File: config.mk
export PLATFORM = sky130hd
export DESIGN_NAME = fifo_sync_dec_flat
export DESIGN_NICKNAME = d
export VERILOG_FILES = /design/src/rtl/fifo_sync_dec_if.sv /design/src/rtl/fifo_sync_dec.sv /design/src/flat_wrapper.sv
export SDC_FILE = /design/constraint.sdc
export NUM_CORES = 1
export LEC_CHECK = 0
export CAP_MARGIN = 5
export CORE_UTILIZATION = 50
export DETAILED_ROUTE_END_ITERATION = 7
export PLACE_DENSITY = 0.69
export SLEW_MARGIN = 20
export SYNTH_ARGS = -nofsm -noshare
export SYNTH_HDL_FRONTEND = slang
export SYNTH_SLANG_ARGS = --single-unit
File: constraint.sdc
create_clock -name clk -period 3.2 [get_ports clk]
set_input_delay 0.64 -clock clk [delete_from_list [all_inputs] [get_ports clk]]
set_output_delay 0.64 -clock clk [all_outputs]
set_load 0.05 [all_outputs]
File: src/rtl/fifo_sync_dec_if.sv
// Producer/consumer bundle for fifo_sync_dec.
// The master side drives the requests and the slave side returns data, status and write-select.
interface fifo_sync_dec_if #(
  parameter int unsigned DATA_W = 8,
  parameter int unsigned ADDR_W = 5
);
  localparam int unsigned DEPTH = 1 << ADDR_W;

  logic              wr_en;
  logic [DATA_W-1:0] wr_data;
  logic              rd_en;
  logic [DATA_W-1:0] rd_data;
  logic              rd_valid;
  logic [DEPTH-1:0]  wr_sel;
  logic [ADDR_W:0]   count;
  logic              full;
  logic              empty;
  logic              almost_full;
  logic              almost_empty;
  logic              overflow;
  logic              underflow;

  modport master (
    output wr_en, wr_data, rd_en,
    input  rd_data, rd_valid, wr_sel, count, full, empty,
           almost_full, almost_empty, overflow, underflow
  );

  modport slave (
    input  wr_en, wr_data, rd_en,
    output rd_data, rd_valid, wr_sel, count, full, empty,
           almost_full, almost_empty, overflow, underflow
  );
endinterface

File: src/rtl/fifo_sync_dec.sv
// Single-clock FIFO over a register array, written via a one-hot ADDR_W-to-DEPTH decoder.
// Provides occupancy, threshold flags and sticky overflow/underflow.
module fifo_sync_dec #(
  parameter int unsigned DATA_W   = 8,
  parameter int unsigned ADDR_W   = 5,
  parameter int unsigned AF_LEVEL = (1 << ADDR_W) - 2,
  parameter int unsigned AE_LEVEL = 2
) (
  input  logic           clk,
  input  logic           rst,
  fifo_sync_dec_if.slave bus
);
  localparam int unsigned DEPTH = 1 << ADDR_W;
  localparam int unsigned CNT_W = ADDR_W + 1;

  logic [ADDR_W-1:0] wr_ptr_q, wr_ptr_d;
  logic [ADDR_W-1:0] rd_ptr_q, rd_ptr_d;
  logic [CNT_W-1:0]  count_q, count_d;
  logic [DATA_W-1:0] rd_data_q, rd_data_d;
  logic              rd_valid_q, rd_valid_d;
  logic              overflow_q, overflow_d;
  logic              underflow_q, underflow_d;
  logic [DATA_W-1:0] mem_q [DEPTH];
  logic [DATA_W-1:0] mem_d [DEPTH];

  logic              full_c, empty_c, wr_acc_c, rd_acc_c;
  logic [DEPTH-1:0]  wr_sel_c;

  // Status decodes of the registered occupancy.
  assign full_c   = (count_q == CNT_W'(DEPTH));
  assign empty_c  = (count_q == '0);
  assign wr_acc_c = bus.wr_en && !full_c;
  assign rd_acc_c = bus.rd_en && !empty_c;
  assign wr_sel_c = wr_acc_c ? (DEPTH'(1) << wr_ptr_q) : '0;

  // Each storage word loads only when its decoder line is high.
  always_comb begin
    for (int unsigned i = 0; i < DEPTH; i++) begin
      mem_d[i] = wr_sel_c[i] ? bus.wr_data : mem_q[i];
    end
  end

  always_ff @(posedge clk) begin
    mem_q <= mem_d;
  end

  always_comb begin
    wr_ptr_d    = wr_ptr_q;
    rd_ptr_d    = rd_ptr_q;
    count_d     = count_q;
    rd_data_d   = rd_data_q;
    rd_valid_d  = rd_acc_c;
    overflow_d  = overflow_q  | (bus.wr_en && full_c);
    underflow_d = underflow_q | (bus.rd_en && empty_c);
    if (wr_acc_c) wr_ptr_d = wr_ptr_q + ADDR_W'(1);
    if (rd_acc_c) begin
      rd_ptr_d  = rd_ptr_q + ADDR_W'(1);
      rd_data_d = mem_q[rd_ptr_q];
    end
    case ({wr_acc_c, rd_acc_c})
      2'b10:   count_d = count_q + CNT_W'(1);
      2'b01:   count_d = count_q - CNT_W'(1);
      default: count_d = count_q;
    endcase
  end

  always_ff @(posedge clk) begin
    if (rst) begin
      wr_ptr_q    <= '0;
      rd_ptr_q    <= '0;
      count_q     <= '0;
      rd_data_q   <= '0;
      rd_valid_q  <= 1'b0;
      overflow_q  <= 1'b0;
      underflow_q <= 1'b0;
    end else begin
      wr_ptr_q    <= wr_ptr_d;
      rd_ptr_q    <= rd_ptr_d;
      count_q     <= count_d;
      rd_data_q   <= rd_data_d;
      rd_valid_q  <= rd_valid_d;
      overflow_q  <= overflow_d;
      underflow_q <= underflow_d;
    end
  end

  assign bus.rd_data      = rd_data_q;
  assign bus.rd_valid     = rd_valid_q;
  assign bus.wr_sel       = wr_sel_c;
  assign bus.count        = count_q;
  assign bus.full         = full_c;
  assign bus.empty        = empty_c;
  assign bus.almost_full  = (count_q >= CNT_W'(AF_LEVEL));
  assign bus.almost_empty = (count_q <= CNT_W'(AE_LEVEL));
  assign bus.overflow     = overflow_q;
  assign bus.underflow    = underflow_q;
endmodule
File: src/flat_wrapper.sv
// flat-port wrapper written by rule: the top's interface ports become plain ports
module fifo_sync_dec_flat 
#(
  parameter int unsigned DATA_W   = 8,
  parameter int unsigned ADDR_W   = 5,
  parameter int unsigned AF_LEVEL = (1 << ADDR_W) - 2,
  parameter int unsigned AE_LEVEL = 2
)
  (clk, rst, bus_wr_en, bus_wr_data, bus_rd_en, bus_rd_data, bus_rd_valid, bus_wr_sel, bus_count, bus_full, bus_empty, bus_almost_full, bus_almost_empty, bus_overflow, bus_underflow);
  fifo_sync_dec_if #(.DATA_W(DATA_W), .ADDR_W(ADDR_W)) bus_i ();
  input  logic clk;
  input  logic rst;
  input wire logic [$bits(bus_i.wr_en)-1:0] bus_wr_en;
  input wire logic [$bits(bus_i.wr_data)-1:0] bus_wr_data;
  input wire logic [$bits(bus_i.rd_en)-1:0] bus_rd_en;
  output wire logic [$bits(bus_i.rd_data)-1:0] bus_rd_data;
  output wire logic [$bits(bus_i.rd_valid)-1:0] bus_rd_valid;
  output wire logic [$bits(bus_i.wr_sel)-1:0] bus_wr_sel;
  output wire logic [$bits(bus_i.count)-1:0] bus_count;
  output wire logic [$bits(bus_i.full)-1:0] bus_full;
  output wire logic [$bits(bus_i.empty)-1:0] bus_empty;
  output wire logic [$bits(bus_i.almost_full)-1:0] bus_almost_full;
  output wire logic [$bits(bus_i.almost_empty)-1:0] bus_almost_empty;
  output wire logic [$bits(bus_i.overflow)-1:0] bus_overflow;
  output wire logic [$bits(bus_i.underflow)-1:0] bus_underflow;
  assign bus_i.wr_en = bus_wr_en;
  assign bus_i.wr_data = bus_wr_data;
  assign bus_i.rd_en = bus_rd_en;
  assign bus_rd_data = bus_i.rd_data;
  assign bus_rd_valid = bus_i.rd_valid;
  assign bus_wr_sel = bus_i.wr_sel;
  assign bus_count = bus_i.count;
  assign bus_full = bus_i.full;
  assign bus_empty = bus_i.empty;
  assign bus_almost_full = bus_i.almost_full;
  assign bus_almost_empty = bus_i.almost_empty;
  assign bus_overflow = bus_i.overflow;
  assign bus_underflow = bus_i.underflow;
  fifo_sync_dec #(.DATA_W(DATA_W), .ADDR_W(ADDR_W), .AF_LEVEL(AF_LEVEL), .AE_LEVEL(AE_LEVEL)) u_core (.clk(clk), .rst(rst), .bus(bus_i));
endmodule
## Yosys cells after proc, flatten, opt, wreduce, memory -nomap -nowiden

Cells that the tools add are included.

| cells by class | value |
|---|---|
| add/subtract/negate cells | 4 |
| order comparisons | 3 |
| equal/unequal tests | 3 |
| shifts and indexed selects | 1 |
| multiplexer cells | 5 |
| bitwise logic cells | 3 |
| reductions and logical operators | 8 |

Operators by type and width:

| kind | count |
|---|---|
| binary-select mux 8 bit (select 5 bit) | 1 |
| 2-to-1 mux 32 bit | 1 |
| << shifter 1 x 5 -> 32 bit (first input constant) | 1 |
| 2-to-1 mux 8 bit | 2 |
| case mux 6 bit (2 select lines) | 1 |
| adder 5 x 1 -> 5 bit (second input constant) | 2 |
| adder 6 x 1 -> 6 bit (second input constant) | 1 |
| == test 6 bit (second input constant) | 1 |
| >= comparator 6 x 5 -> 1 bit (second input constant) | 1 |
| >= comparator 6 bit (second input constant) | 1 |
| less-or-equal comparator 6 x 2 -> 1 bit (second input constant) | 1 |
| zero test 6 bit | 1 |
| inverter 5 -> 6 bit | 1 |
| subtractor 6 x 1 -> 6 bit (second input constant) | 1 |
| logical AND 1 bit | 4 |
| == test 2 x 1 -> 1 bit (second input constant) | 1 |
| == test 2 bit (second input constant) | 1 |
| zero test 1 bit | 2 |
| OR 1 bit | 2 |
| nonzero test 2 bit | 1 |

| storage, ports and cells | value |
|---|---|
| bits in registers | 283 |
| input bits | 12 |
| output and inout port bits | 53 |
| word-level logic and storage cells | 66 |

## Longest topological paths before layout

| logic depth | value |
|---|---|
| depth in word-level cells | 5 |
| depth in mapped cells | 13 |

## Least setup slack after synthesis

Ideal clock, no wire load.

| path | value |
|---|---|
| path kind | register -> output |
| start point | reg u_core.count_q[3] (netlist: u_core.bus.count[3]) |
| end point | out bus_wr_sel[3] |
| arrival | 3.987 ns |
| data required time | 2.560 ns |
| slack | -1.427 ns |
| cell stages (with the launch flop) | 6 |
| buffers on the path | 1 |
| path through | dfxtp_1 buf_2 nor3_1 a31oi_2 inv_1 nor4b_1 |

| between the ends | value |
|---|---|
| cells in the longest elaborated chain, start to end | 4 |

RTL lines:

| item | line | text |
|---|---|---|
| start: declaration | fifo_sync_dec.sv:18 | `logic [CNT_W-1:0] count_q, count_d;` |
| start signal: assignment | fifo_sync_dec.sv:79 | `count_q <= count_d;` |
| == test 6 bit | fifo_sync_dec.sv:30 | `assign full_c = (count_q == CNT_W'(DEPTH));` |
| zero test 1 bit | fifo_sync_dec.sv:32 | `assign wr_acc_c = bus.wr_en && !full_c;` |
| logical AND 1 bit | fifo_sync_dec.sv:32 |  |
| 2-to-1 mux 32 bit | fifo_sync_dec.sv:34 | `assign wr_sel_c = wr_acc_c ? (DEPTH'(1) << wr_ptr_q) : '0;` |
| end: declaration | flat_wrapper.sv:18 | `output wire logic [$bits(bus_i.wr_sel)-1:0] bus_wr_sel;` |

No other way between the ends.

## Worst setup path in the final report

| path | value |
|---|---|
| start point | reg u_core.count_q[5] (netlist: u_core.bus.count[5]) |
| end point | out bus_almost_empty |

| between the ends | value |
|---|---|
| cells in the longest elaborated chain, start to end | 1 |

RTL lines:

| item | line | text |
|---|---|---|
| less-or-equal comparator 6 x 2 -> 1 bit | fifo_sync_dec.sv:94 | `assign bus.almost_empty = (count_q <= CNT_W'(AE_LEVEL));` |
| end: declaration | flat_wrapper.sv:23 | `output wire logic [$bits(bus_i.almost_empty)-1:0] bus_almost_empty;` |

No other way between the ends.

==> flow_metrics.tcl <==
set metrics [dict create \
    max-slew-margin-rel_pct 47.3 \
    grt_pass1_wl_um 40600 \
    cts_tree "yes" \
    powerDensity_mw_per_mm2 720 \
    post-route-drc-count 0 \
    io_buffers 64 \
    end_kind "output pin" \
    hp-start "u_core.bus.rd_data[3]" \
    dr.pass1.iters 5 \
    rsz0062_at_grt "no" \
    synthCells 662 \
    hold_path_end "u_core.bus.rd_data[3]" \
    cap_violations 0 \
    required_ns 2.56 \
    ant_nets 0 \
    rows 54 \
    final_nets 799 \
    synth_top_area_share_pct 67.1 \
    rr_endpoint "u_core.bus.count[4]" \
    drtIter0Drc 477 \
    wl_um 26600 \
    arrival_ns 2.44 \
    synthFlopType "edfxtp_1" \
    r2r_start "u_core.bus.count[5]" \
    yosysMostFrequentCell "edfxtp_1" \
    setup_viol 0 \
    yosys-top-cells-area "edfxtp_1, mux4_2, dfxtp_1" \
    cts_max_level 1 \
    grt_antenna_before_repair 2 \
    place_hpwl_um 17300 \
    design_area_mm2 0.0140 \
    drive_gt1_share_pct 25.2 \
    area_growth_pct 22.4 \
    vias 6466 \
    synthesis.area_mm2 0.0114 \
    startpoint_type "flip-flop" \
    min_path_cells 2 \
    post_dp_cell_area_mm2 0.0130 \
    finalSetupTns_ns 0 \
    yosysTopAreaCell "edfxtp_1" \
    initial_core_util_pct 51.7 \
    peakVddDrop_v 0.000719 \
    holdCritPathClass "flip-flop to flip-flop" \
    synth-edff-count 256 \
    cts-root-buf "clkbuf_16" \
    r2r_slack_ns 0.38 \
    fp.dieH_um 153 \
    io_pins 65 \
    n_antenna_cell 0 \
    synth.avg_cell_area_um2 17.3 \
    synth_seq_area_share_pct 71.9 \
    layoutNonFillerInstCount 1077 \
    finalHoldViolCount 0 \
    outcome "completed" \
    dp_cells 1026 \
    synth_seq_cells 283 \
    grt_use_total_pct 23.3 \
    synth_nets 684 \
    cp_max_fo 7 \
    cts_max_path_buffers 3 \
    post-route-period-util_pct 96.1 \
    clock_sinks 283 \
    path_class "flip-flop to output pin" \
    post_drt_wl_per_cell_um 24.7 \
    cts_buffers 29 \
    gp_congestion 0.877 \
    synthTopCellsByCount "edfxtp_1, mux2i_1, mux4_2" \
    skew_ns 0.0109 \
    grt_max_degree 33 \
    grt-ovfl-total 0 \
    vias_per_cell 6.00 \
    ys_warn_count 0 \
    grt_pass1_vias 6530 \
    post-route-min-period_ns 3.08 \
    async_flop_share_pct 0 \
    die_area_mm2 0.0235 \
    tightest_slew_ns 0.790 \
    holdWs_ns 0.471 \
    core_mm2 0.0222 \
    fill_cells 1583 \
    fmax_ghz 0.325 \
    dieWidth_um 153 \
    insertion_delay_ns 0.53 \
    p_leak_nw 4.72 \
    r2r_cells 10 \
    path_clk_slew_ns 0.06 \
    ys_types 55 \
    slew_violations 0 \
]
-- power breakdown --
group	internal (mW)	switching (mW)
clock network	2.08	1.32
logic	0.907	1.38
registers	4.19	0.196
total	7.18	2.90
-- critical path, stage by stage, from the launching register on --
cell,delay (ns)
dfxtp_1,0.37
or4_4,0.57
a21oi_1,0.14
clkdlybuf4s50_1,0.82
-- stage by stage --
| step | setup WS (ns) | power, mW | util, % |
|---|---|---|---|
| 5_1_grt | 0.0187 | 10.4 | 63.2 |
| 3_3_place_gp | 0.238 | 6.71 | 58.9 |
| 3_5_place_dp | 0.192 | 6.76 | 58.9 |
| 6_report | 0.124 | 10.1 | 63.2 |
| 4_1_cts | 0.106 | 10.1 | 63.2 |
| 2_1_floorplan | -0.369 | 6.01 | - |
-- cell usage in the layout (no fill, tap or decap), types with 3 or more instances in the layout --
| cell | Yosys | layout |
|---|---|---|
| clkinv_2 | 0 | 5 |
| clkdlybuf4s50_1 | 0 | 31 |
| a21oi_1 | 11 | 11 |
| nor2_1 | 23 | 23 |
| o221ai_1 | 8 | 8 |
| edfxtp_1 | 256 | 256 |
| buf_12 | 0 | 35 |
| clkbuf_16 | 0 | 29 |
| mux2_2 | 15 | 15 |
| o21ai_2 | 8 | 8 |
| nor3_1 | 3 | 3 |
| bufinv_16 | 0 | 4 |
| clkbuf_1 | 12 | 4 |
| nand3_1 | 5 | 5 |
| xnor2_1 | 4 | 4 |
| mux2i_1 | 52 | 52 |
| ha_1 | 10 | 10 |
| nand2b_1 | 3 | 3 |
| mux4_2 | 32 | 32 |
| or3_1 | 4 | 4 |
| and3_1 | 29 | 29 |
| nand4_1 | 3 | 3 |
| nand2_1 | 18 | 18 |
| xor2_1 | 7 | 7 |
| o21ai_0 | 11 | 11 |
| a221oi_1 | 7 | 7 |
| nand3b_1 | 4 | 4 |
| inv_1 | 14 | 14 |
| nor2b_1 | 4 | 4 |
| a22oi_1 | 9 | 9 |
| clkinv_1 | 0 | 3 |
| buf_4 | 5 | 56 |
| clkbuf_8 | 0 | 5 |
| o22ai_1 | 16 | 16 |
| o41ai_1 | 7 | 7 |
| o21bai_1 | 7 | 7 |
| dfxtp_1 | 27 | 24 |
-- cell families after synthesis --
group	synth area share (%)
adders and majority gates	1.09
xor gates and xnor gates	0.842
muxes	12.3
and+or+nand+nor	5.49
buffers and inverters	2.34
AOI/OAI and AO/OA	6.05
DFF	71.9
-- layer usage --
metal	routed length (um)	part of all wire, %	global-route usage [%]
met4	841	3.2	8.27
met1	11100	42	32.4
met3	1720	6.5	3.63
met2	12900	49	37.6
met5	0	0	0
-- state kept, by name, indices dropped and copies added (netlist names) --
name,flops
u_core.bus.count,6
u_core.bus.overflow,1
u_core.mem_q,256
u_core.bus.underflow,1
u_core.wr_ptr_q,5
u_core.bus.rd_valid,1
u_core.rd_ptr_q,5
u_core.bus.rd_data,8
-- timing repair --
action,4_1_cts,5_1_grt
hold buffers,0,0
resized for setup,1,0
buffers inserted,0,0
endpoints found under the setup margin,1,0
-- layout make-up --
type / count / area [um2] / area share, %
Sequential cell: 283 / 8230 / 58.7
Multi-Input combinational cell: 326 / 2970 / 21.2
Timing Repair Buffer: 123 / 1440 / 10.3
Clock buffer: 38 / 810 / 5.78
Tap cell: 280 / 350 / 2.50
Clock inverter: 13 / 164 / 1.17
Inverter: 14 / 52.6 / 0.375
-- worst max path at each step --
stage	cells past startpoint	to	start
floorplan	5	bus_wr_sel[3]	u_core.bus.count[3]
global placement	12	u_core.bus.count[4]	bus_wr_en
detailed placement	12	u_core.bus.count[4]	bus_wr_en
CTS	3	bus_almost_empty	u_core.bus.count[5]
global route	7	bus_wr_sel[15]	u_core.bus.count[1]
finish	3	bus_almost_empty	u_core.bus.count[5]
Power figures use the tool's default switching activity.
